--- config.mk ---
export PLATFORM = sky130hd
export DESIGN_NAME = ps2_mouse_cursor_tracker_flat
export DESIGN_NICKNAME = d
export VERILOG_FILES = /design/src/rtl/ps2_mouse_cursor_tracker_if.sv /design/src/rtl/ps2_mouse_cursor_tracker.sv /design/src/flat_wrapper.sv
export SDC_FILE = /design/constraint.sdc
export NUM_CORES = 1
export LEC_CHECK = 0
export CAP_MARGIN = 10
export CORE_AREA = 2 2 95 97
export DETAILED_ROUTE_END_ITERATION = 10
export DIE_AREA = 0 0 97 99
export PLACE_DENSITY = 0.71
export SLEW_MARGIN = 10
export SYNTH_ARGS = -nofsm -noshare
export SYNTH_HDL_FRONTEND = slang
export SYNTH_SLANG_ARGS = --single-unit
--- constraint.sdc ---
create_clock -name clk -period 3.2 [get_ports clk]
set_input_delay 0.64 -clock clk [delete_from_list [all_inputs] [get_ports clk]]
set_output_delay 0.64 -clock clk [all_outputs]
set_load 0.01 [all_outputs]
--- src/rtl/ps2_mouse_cursor_tracker_if.sv ---
// Packet handshake between the PS/2 mouse receiver (master) and the
// cursor tracker (slave): decoded packet fields plus data_ready/read.
interface ps2_mouse_cursor_tracker_if;
  logic       data_ready;
  logic       read;
  logic       left_button;
  logic       right_button;
  logic       middle_button;
  logic [8:0] x_increment;
  logic [8:0] y_increment;

  modport master (
    output data_ready, left_button, right_button, middle_button,
           x_increment, y_increment,
    input  read
  );

  modport slave (
    input  data_ready, left_button, right_button, middle_button,
           x_increment, y_increment,
    output read
  );
endinterface

--- src/rtl/ps2_mouse_cursor_tracker.sv ---
// Cursor tracker: consumes PS/2 mouse packets, accumulates a clamped absolute
// cursor position and publishes registered cursor/button state with one-cycle
// update and button-press strobes. Five-cycle packet sequence per packet.
module ps2_mouse_cursor_tracker #(
  parameter int POS_BITS = 10,
  parameter int X_MAX    = 639,
  parameter int Y_MAX    = 479,
  parameter int X_INIT   = 320,
  parameter int Y_INIT   = 240,
  parameter int INVERT_Y = 1
) (
  input  logic                        clk,
  input  logic                        reset,
  ps2_mouse_cursor_tracker_if.slave   pkt,
  input  logic                        recenter,
  output logic [POS_BITS-1:0]         cursor_x,
  output logic [POS_BITS-1:0]         cursor_y,
  output logic [2:0]                  buttons,
  output logic [2:0]                  btn_press,
  output logic                        update
);

  localparam int W = POS_BITS + 2;
  localparam logic signed [W-1:0]     C_XMAX  = W'(X_MAX);
  localparam logic signed [W-1:0]     C_YMAX  = W'(Y_MAX);
  localparam logic [POS_BITS-1:0]     C_XINIT = POS_BITS'(X_INIT);
  localparam logic [POS_BITS-1:0]     C_YINIT = POS_BITS'(Y_INIT);

  typedef enum logic [2:0] {
    S_IDLE,
    S_ACK,
    S_CALC_X,
    S_CALC_Y,
    S_COMMIT
  } state_t;

  state_t               r_state;
  state_t               w_state_nxt;

  logic [2:0]           r_btn;
  logic [8:0]           r_dx;
  logic [8:0]           r_dy;
  logic [POS_BITS-1:0]  r_nx;
  logic [POS_BITS-1:0]  r_ny;
  logic                 r_discard;
  logic                 r_read;
  logic [POS_BITS-1:0]  r_cursor_x;
  logic [POS_BITS-1:0]  r_cursor_y;
  logic [2:0]           r_buttons;
  logic [2:0]           r_btn_press;
  logic                 r_update;

  logic signed [W-1:0]  w_dx_ext;
  logic signed [W-1:0]  w_dy_ext;
  logic signed [W-1:0]  w_cur_x;
  logic signed [W-1:0]  w_cur_y;
  logic signed [W-1:0]  w_sum_x;
  logic signed [W-1:0]  w_sum_y;

  // Saturate a signed candidate position into [0, vmax].
  function automatic logic [POS_BITS-1:0] f_clamp(
    input logic signed [W-1:0] v,
    input logic signed [W-1:0] vmax
  );
    logic [POS_BITS-1:0] res;
    if (v[W-1])
      res = '0;
    else if (v > vmax)
      res = vmax[POS_BITS-1:0];
    else
      res = v[POS_BITS-1:0];
    return res;
  endfunction

  // State register.
  always_ff @(posedge clk) begin
    if (reset)
      r_state <= S_IDLE;
    else
      r_state <= w_state_nxt;
  end

  // Next-state logic: fixed walk through the packet sequence.
  always_comb begin
    w_state_nxt = r_state;
    case (r_state)
      S_IDLE:   if (pkt.data_ready) w_state_nxt = S_ACK;
      S_ACK:    w_state_nxt = S_CALC_X;
      S_CALC_X: w_state_nxt = S_CALC_Y;
      S_CALC_Y: w_state_nxt = S_COMMIT;
      S_COMMIT: w_state_nxt = S_IDLE;
      default:  w_state_nxt = S_IDLE;
    endcase
  end

  // Sign-extended candidate positions at POS_BITS+2 bits.
  always_comb begin
    w_dx_ext = {{(W-9){r_dx[8]}}, r_dx};
    w_dy_ext = {{(W-9){r_dy[8]}}, r_dy};
    w_cur_x  = {2'b00, r_cursor_x};
    w_cur_y  = {2'b00, r_cursor_y};
    w_sum_x  = w_cur_x + w_dx_ext;
    w_sum_y  = (INVERT_Y != 0) ? (w_cur_y - w_dy_ext) : (w_cur_y + w_dy_ext);
  end

  // Datapath: capture, clamp, commit, plus recenter override.
  always_ff @(posedge clk) begin
    if (reset) begin
      r_btn       <= '0;
      r_dx        <= '0;
      r_dy        <= '0;
      r_nx        <= '0;
      r_ny        <= '0;
      r_discard   <= 1'b0;
      r_read      <= 1'b0;
      r_cursor_x  <= C_XINIT;
      r_cursor_y  <= C_YINIT;
      r_buttons   <= '0;
      r_btn_press <= '0;
      r_update    <= 1'b0;
    end else begin
      r_read      <= (w_state_nxt == S_ACK);
      r_update    <= 1'b0;
      r_btn_press <= '0;
      case (r_state)
        S_IDLE: begin
          if (pkt.data_ready) begin
            r_btn <= {pkt.middle_button, pkt.right_button, pkt.left_button};
            r_dx  <= pkt.x_increment;
            r_dy  <= pkt.y_increment;
          end
        end
        S_CALC_X: r_nx <= f_clamp(w_sum_x, C_XMAX);
        S_CALC_Y: r_ny <= f_clamp(w_sum_y, C_YMAX);
        S_COMMIT: begin
          if (r_discard || recenter) begin
            r_cursor_x <= C_XINIT;
            r_cursor_y <= C_YINIT;
          end else begin
            r_cursor_x <= r_nx;
            r_cursor_y <= r_ny;
          end
          r_buttons   <= r_btn;
          r_btn_press <= r_btn & ~r_buttons;
          r_update    <= 1'b1;
          r_discard   <= 1'b0;
        end
        default: ;
      endcase
      // Recenter wins over any datapath write; mid-packet it also poisons the
      // in-flight motion (COMMIT already lands on INIT via the branch above).
      if (recenter) begin
        r_cursor_x <= C_XINIT;
        r_cursor_y <= C_YINIT;
        if (r_state != S_IDLE && r_state != S_COMMIT)
          r_discard <= 1'b1;
      end
    end
  end

  assign pkt.read  = r_read;
  assign cursor_x  = r_cursor_x;
  assign cursor_y  = r_cursor_y;
  assign buttons   = r_buttons;
  assign btn_press = r_btn_press;
  assign update    = r_update;

endmodule

--- src/flat_wrapper.sv ---
// flat-port wrapper written by rule: the top's interface ports become plain ports
module ps2_mouse_cursor_tracker_flat 
#(
  parameter int POS_BITS = 10,
  parameter int X_MAX    = 639,
  parameter int Y_MAX    = 479,
  parameter int X_INIT   = 320,
  parameter int Y_INIT   = 240,
  parameter int INVERT_Y = 1
)
  (clk, reset, recenter, cursor_x, cursor_y, buttons, btn_press, update, pkt_data_ready, pkt_left_button, pkt_right_button, pkt_middle_button, pkt_x_increment, pkt_y_increment, pkt_read);
  ps2_mouse_cursor_tracker_if pkt_i ();
  input  logic clk;
  input  logic reset;
  input  logic recenter;
  output logic [POS_BITS-1:0] cursor_x;
  output logic [POS_BITS-1:0] cursor_y;
  output logic [2:0] buttons;
  output logic [2:0] btn_press;
  output logic update;
  input wire logic [$bits(pkt_i.data_ready)-1:0] pkt_data_ready;
  input wire logic [$bits(pkt_i.left_button)-1:0] pkt_left_button;
  input wire logic [$bits(pkt_i.right_button)-1:0] pkt_right_button;
  input wire logic [$bits(pkt_i.middle_button)-1:0] pkt_middle_button;
  input wire logic [$bits(pkt_i.x_increment)-1:0] pkt_x_increment;
  input wire logic [$bits(pkt_i.y_increment)-1:0] pkt_y_increment;
  output wire logic [$bits(pkt_i.read)-1:0] pkt_read;
  assign pkt_i.data_ready = pkt_data_ready;
  assign pkt_i.left_button = pkt_left_button;
  assign pkt_i.right_button = pkt_right_button;
  assign pkt_i.middle_button = pkt_middle_button;
  assign pkt_i.x_increment = pkt_x_increment;
  assign pkt_i.y_increment = pkt_y_increment;
  assign pkt_read = pkt_i.read;
  ps2_mouse_cursor_tracker #(.POS_BITS(POS_BITS), .X_MAX(X_MAX), .Y_MAX(Y_MAX), .X_INIT(X_INIT), .Y_INIT(Y_INIT), .INVERT_Y(INVERT_Y)) u_core (.clk(clk), .reset(reset), .pkt(pkt_i), .recenter(recenter), .cursor_x(cursor_x), .cursor_y(cursor_y), .buttons(buttons), .btn_press(btn_press), .update(update));
endmodule
==> impl_metrics.toml, run 1 <==
[run_status]
status = "finished, final reports clean"

[floorplanning]
num_rows = 34
ios = 53
die-width_um = 97
core_region_area_um2 = 8551
start_util_pct = 43.90
die_h_um = 99
die-area_um2 = 9603

[synth]
syn_nets = 496
yosys.area_share.adder_pct = 8.400
synth_xor_area_share_pct = 3.733
synth-compound-area-share_pct = 23.43
yosys.area_share.simple_pct = 20.17
yosysWarningCount = 0
synth_seq_cells = 73
syn_avg_cell_area_um2 = 8.397
synth_edf_count = 0
synth_cell_type_count = 57
synthMuxAreaShare_pct = 1.433
syn_inst = 447
yosysSeqAreaShare_pct = 38.93
synth_top_family_by_area = "compound AO/OA/AOI/OAI gates"
synth_flop_cell = "dfxtp_1"
synthArstFlopShare_pct = 0
netlist_area_um2 = 3754

[placed_design]
place_area_um2 = 4388
dpl.hpwl_um = 7033
globalplace.congestion = 0.9250
io_buffers = 52

[finish]
synthToLayoutAreaGrowth_pct = 22.60
post-route-util_pct = 53.82
drive_gt1_share_pct = 7.753
final_common_cell = "nand2_1"
num_antenna_cells = 0
nFillCells = 795
fin_nets = 547
layout_common_cells = "nand2_1 (82), dfxtp_1 (73), a21oi_1 (52), clkdlybuf4s50_1 (52), nor2_1 (30)"
fin_area_um2 = 4602

[pwr]
peakVddDrop_mv = 0.2096
p_leak_nw = 1.696
powerDensity_nw_per_um2 = 461.1

[global_routing]
grt_pass1_vias = 3239
grt-ovfl-total = 0
grt_max_degree = 31
grt_antenna_before_repair = 0
grt_usage_pct = 20.36
grt_pass1_wl_um = 15770

[job]
maxCapViolations = 0

[sta]
period_needed_ns = 2.722
clock.fmax_mhz = 367.4
final.period_utilization_pct = 85.06
rsz0062_at_grt = "no"
tightest_slew_ns = 1.043
setup_tns_ns = 0
setup_violations = 0
hold_violations = 0
slew_viol_final = 0
slew_headroom_pct = 30.27
finClkSkew_ns = 0.006526

[worst_hold_path]
hp-class = "reg2reg"

[clocking]
insertion_delay_ns = 0.35
postCtsHoldBufs = 0
cts_buffer_depth = 2
cts_tree = "done"
root_buffer = "clkbuf_8"
post_cts_buffers = 0
numCtsBuffers = 9
ctsResizeCount = 0
clk_pin_slew_ns = 0.08
cts.sink_count = 73
htree_levels = 3

[routing]
drtIter0Drc = 132
routedWlPerCell_um = 15.63
drc = 0
routed_wl_um = 9550
ant_nets = 0
via_count = 3373
vias_per_cell = 5.520
drt_pre_antenna_iters = 6

[critical_path]
cp.arrival_ns = 2.96
slowest_stage = "or4_1"
critical_path.endpoint_type = "flip-flop"
path_cells = "ha_1 > inv_1 > fa_1 > nor2b_1 > o31ai_1 > a211oi_1 > or4_1 > nand2_2 > a21boi_4 > a221o_1"
cp.required_ns = 3.44
critPathKind = "reg2reg"
worst_path_largest_cell_delay_ns = 0.53
critPathLaunchType = "flip-flop"
cp_max_fo = 6
## cell usage after synthesis (4+ instances only)
master / number / share of area (%)
nand2_1: 82 / 8.2
dfxtp_1: 73 / 39
a21oi_1: 52 / 6.9
nor2_1: 30 / 3.0
ha_1: 22 / 7.3
inv_1: 22 / 2.2
nand3_1: 20 / 2.7
o21ai_0: 17 / 2.3
clkbuf_1: 15 / 1.5
xnor2_1: 12 / 2.8
a221o_1: 11 / 2.9
nor3_1: 9 / 1.2
a211oi_1: 6 / 1.2
a21o_1: 5 / 1.0
o31ai_1: 4 / 0.80
xor2_1: 4 / 0.93
## registers in the layout (all words and copies together) (netlist names)
signal and count:
u_core.cursor_y 10, u_core.r_dx 9, u_core.r_btn 3, u_core.pkt.read 1, u_core.r_ny 10, u_core.r_discard 1
u_core.update 1, u_core.r_nx 10, u_core.buttons 3, u_core.r_state 3, u_core.btn_press 3, u_core.cursor_x 10
u_core.r_dy 9
## where the power goes
group	switching [mW]	total [mW]	leakage, nW	internal [mW]
Sequential	0.0329	0.983	0.593	0.950
Combinational	0.208	0.370	1.00	0.162
Clock	0.362	0.769	0.102	0.406
Total	0.603	2.12	1.70	1.52
## worst max-delay path: cells and delay by family (launching register included)
family,cells,cell delay [ns]
buf+inv,1,0.08
flops,1,0.33
compound gates,4,1.04
fa+ha+maj,2,0.43
simple gates,3,0.73
## cell families (layout without fill, tap and decap cells)
logic type	after synthesis	after routing
AO/OA/AOI/OAI	123	123
buffers and inverters	39	95
adder cells (fa/ha/maj)	24	24
flip-flops	73	73
multiplexers	4	4
XOR/XNOR	16	16
AND/OR/NAND/NOR	168	168
## through the flow
step | hold slack [ns] | setup slack, ns | std cells | power, mW
final | 0.4403 | 0.4780 | 611 | 2.122
after global routing | 0.4674 | 0.3562 | 611 | 2.220
after CTS | 0.4412 | 0.5633 | 611 | 2.133
after detailed placement | 0.4298 | 0.5813 | 595 | 1.369
after global placement | 0.4259 | 0.6848 | 595 | 1.361
after floorplan | 0.4171 | 0.7313 | 447 | 1.263
## layout make-up
class	instances	area [um^2]	share of cell area (%)
clock buffer	11	151.4	3.290
clock inverter	5	62.56	1.359
inverter	22	82.58	1.794
multi-input combinational	335	2151	46.74
sequential	73	1461	31.76
tap	108	135.1	2.936
timing repair buffer	57	558.0	12.13
## metal layers
layer  up-vias  global-route usage, %  wire length (um)
met4         0                  9.209               167
met5         -                      0                 0
met1      1589                  25.42              4264
met3        13                  3.404               457
li1       1684                      -                 -
met2        87                  34.62              4660
## path summary, 6_finish.rpt
| path | start | endpoint | slack (ns) | cells after the start |
|---|---|---|---|---|
| min reg2reg | u_core.r_ny[7] | u_core.r_ny[7] | 0.44 | 2 |
| min | u_core.r_ny[7] | u_core.r_ny[7] | 0.44 | 2 |
| max reg2reg | u_core.cursor_x[0] | u_core.r_nx[3] | 0.48 | 10 |
| max | u_core.cursor_x[0] | u_core.r_nx[3] | 0.48 | 10 |
Power figures use the tool's default switching activity.
==> run 2, diff against run 1 <==
--- a/config.mk
+++ b/config.mk
@@ -10,7 +10,8 @@
 export DETAILED_ROUTE_END_ITERATION = 10
 export DIE_AREA = 0 0 97 99
 export PLACE_DENSITY = 0.71
-export SLEW_MARGIN = 10
+export RECOVER_POWER = 25
+export SLEW_MARGIN = 20
 export SYNTH_ARGS = -nofsm -noshare
 export SYNTH_HDL_FRONTEND = slang
 export SYNTH_SLANG_ARGS = --single-unit
==> run 2 against run 1 <==
  * Via count fell by 0.62%
  * Fmax is 0.31% higher
  * Wire length is 0.74% lower
  * Largest power group unchanged
  * Critical endpoint unchanged
  * Clock skew is 0.00099 ns higher
  * Worst setup slack improved by 0.0085 ns
  * Count of clock-buffer cells in the layout unchanged
  * Sequential power about the same
==> impl_metrics.toml, run 2 (synthesis gave the netlist of run 1 again) <==
[floorplanning]
num_rows = 34
core_region_area_um2 = 8551
die-area_um2 = 9603
die-width_um = 97
die_h_um = 99
ios = 53
start_util_pct = 43.90

[sta]
hold_slack_ns = 0.4399
period_needed_ns = 2.714
clock.fmax_mhz = 368.5
fin_ws_ns = 0.4865
slew_viol_final = 0
finClkSkew_ns = 0.007521
setup_violations = 0
tightest_slew_ns = 1.281
rsz0062_at_grt = "no"
final.period_utilization_pct = 84.80
slew_headroom_pct = 14.61
setup_tns_ns = 0
hold_violations = 0

[finish]
drive_gt1_share_pct = 7.356
fin_area_um2 = 4594
num_antenna_cells = 0
post-route-util_pct = 53.73
instances_no_fill = 611
layout_common_cells = "nand2_1 (82), dfxtp_1 (73), a21oi_1 (52)"
seqCellArea_um2 = 1461
fin_nets = 547
synthToLayoutAreaGrowth_pct = 22.40
multi_input_area_um2 = 2151
nFillCells = 797
final_common_cell = "nand2_1"

[global_routing]
grt_usage_pct = 20.36
grt_pass1_vias = 3239
grt_max_degree = 31
grt_antenna_before_repair = 0
grt-ovfl-total = 0
grt_pass1_wl_um = 15770

[routing]
routed_wl_um = 9479
routedWlPerCell_um = 15.51
ant_nets = 0
drc = 0
drtIter0Drc = 116
vias_per_cell = 5.486
via_count = 3352
drt_pre_antenna_iters = 4

[placed_design]
placedCellCount = 595
place_area_um2 = 4388
dpl.hpwl_um = 7033
globalplace.congestion = 0.9250
io_buffers = 52
dp_slack_ns = 0.5813

[critical_path]
cp_max_fo = 6
slowest_stage = "or4_1"
r2r-end = "u_core.r_nx[3]"
cp.arrival_ns = 2.96
critPathKind = "reg2reg"
critical_path.endpoint_type = "flip-flop"
worst_path_largest_cell_delay_ns = 0.53
r2r_setup_slack_ns = 0.49
critPathLaunchType = "flip-flop"
r2r_start = "u_core.cursor_x[0]"
cp.depth = 10
path_cells = "ha_1 > inv_1 > fa_1 > nor2b_1 > o31ai_1 > a211oi_1 > or4_1 > nand2_2 > a21boi_4 > a221o_1"
cp.required_ns = 3.45
critical_path.top_delay_family = "compound AO/OA/AOI/OAI gates"
path_buf_inv = 1
r2r_cells = 10

[clocking]
numCtsBuffers = 9
cts_buffer_depth = 2
clk_pin_slew_ns = 0.08
htree_levels = 3
cts_tree = "done"
insertion_delay_ns = 0.36
ctsResizeCount = 0
post_cts_buffers = 0
postCtsHoldBufs = 0
root_buffer = "clkbuf_8"
cts.sink_count = 73

[pwr]
p_leak_nw = 1.705
powerDensity_nw_per_um2 = 461.7
finalPower_mw = 2.121
peakVddDrop_mv = 0.2139

[worst_hold_path]
whs_endpoint = "u_core.r_ny[7]"
hold-path-cell-count = 2
hp-start = "u_core.r_ny[7]"
hp-class = "reg2reg"

[run_status]
status = "finished, final reports clean"

[job]
maxCapViolations = 0
==> run 2: worst register-to-register path, delay by kind of cell, from the launching register on <==
family | cells | cell delay [ns]
compound gates | 4 | 1.04
fa+ha+maj | 2 | 0.43
buf+inv | 1 | 0.08
flops | 1 | 0.33
simple gates | 3 | 0.73
==> run 2: report_power, final <==
part           switching [mW]  internal, mW  total [mW]
Sequential             0.0327         0.950       0.983
Combinational           0.207         0.160       0.367
Clock                   0.365         0.406       0.771
==> run 2: final cells by class <==
type	count	share of cell area [%]
Multi-Input combinational cell	335	46.81
Sequential cell	73	31.81
Timing Repair Buffer	57	11.98
Clock buffer	11	3.295
Tap cell	108	2.941
Inverter	22	1.797
Clock inverter	5	1.362
==> run 2: routing by layer <==
| metal | wire length (um) | global-route usage [%] |
|---|---|---|
| met5 | 0 | 0 |
| met4 | 170 | 9.209 |
| met3 | 429 | 3.404 |
| met2 | 4578 | 34.62 |
| met1 | 4300 | 25.42 |
==> run 2: worst max-delay path by stage <==
stage | start | endpoint | slack, ns
CTS | u_core.cursor_x[0] | u_core.r_nx[2] | 0.56
floorplan | u_core.cursor_y[0] | u_core.r_ny[4] | 0.73
global route | u_core.cursor_x[0] | u_core.r_nx[3] | 0.36
finish | u_core.cursor_x[0] | u_core.r_nx[3] | 0.49
detailed placement | u_core.cursor_x[0] | u_core.r_nx[4] | 0.58
global placement | u_core.cursor_y[0] | u_core.r_ny[0] | 0.68
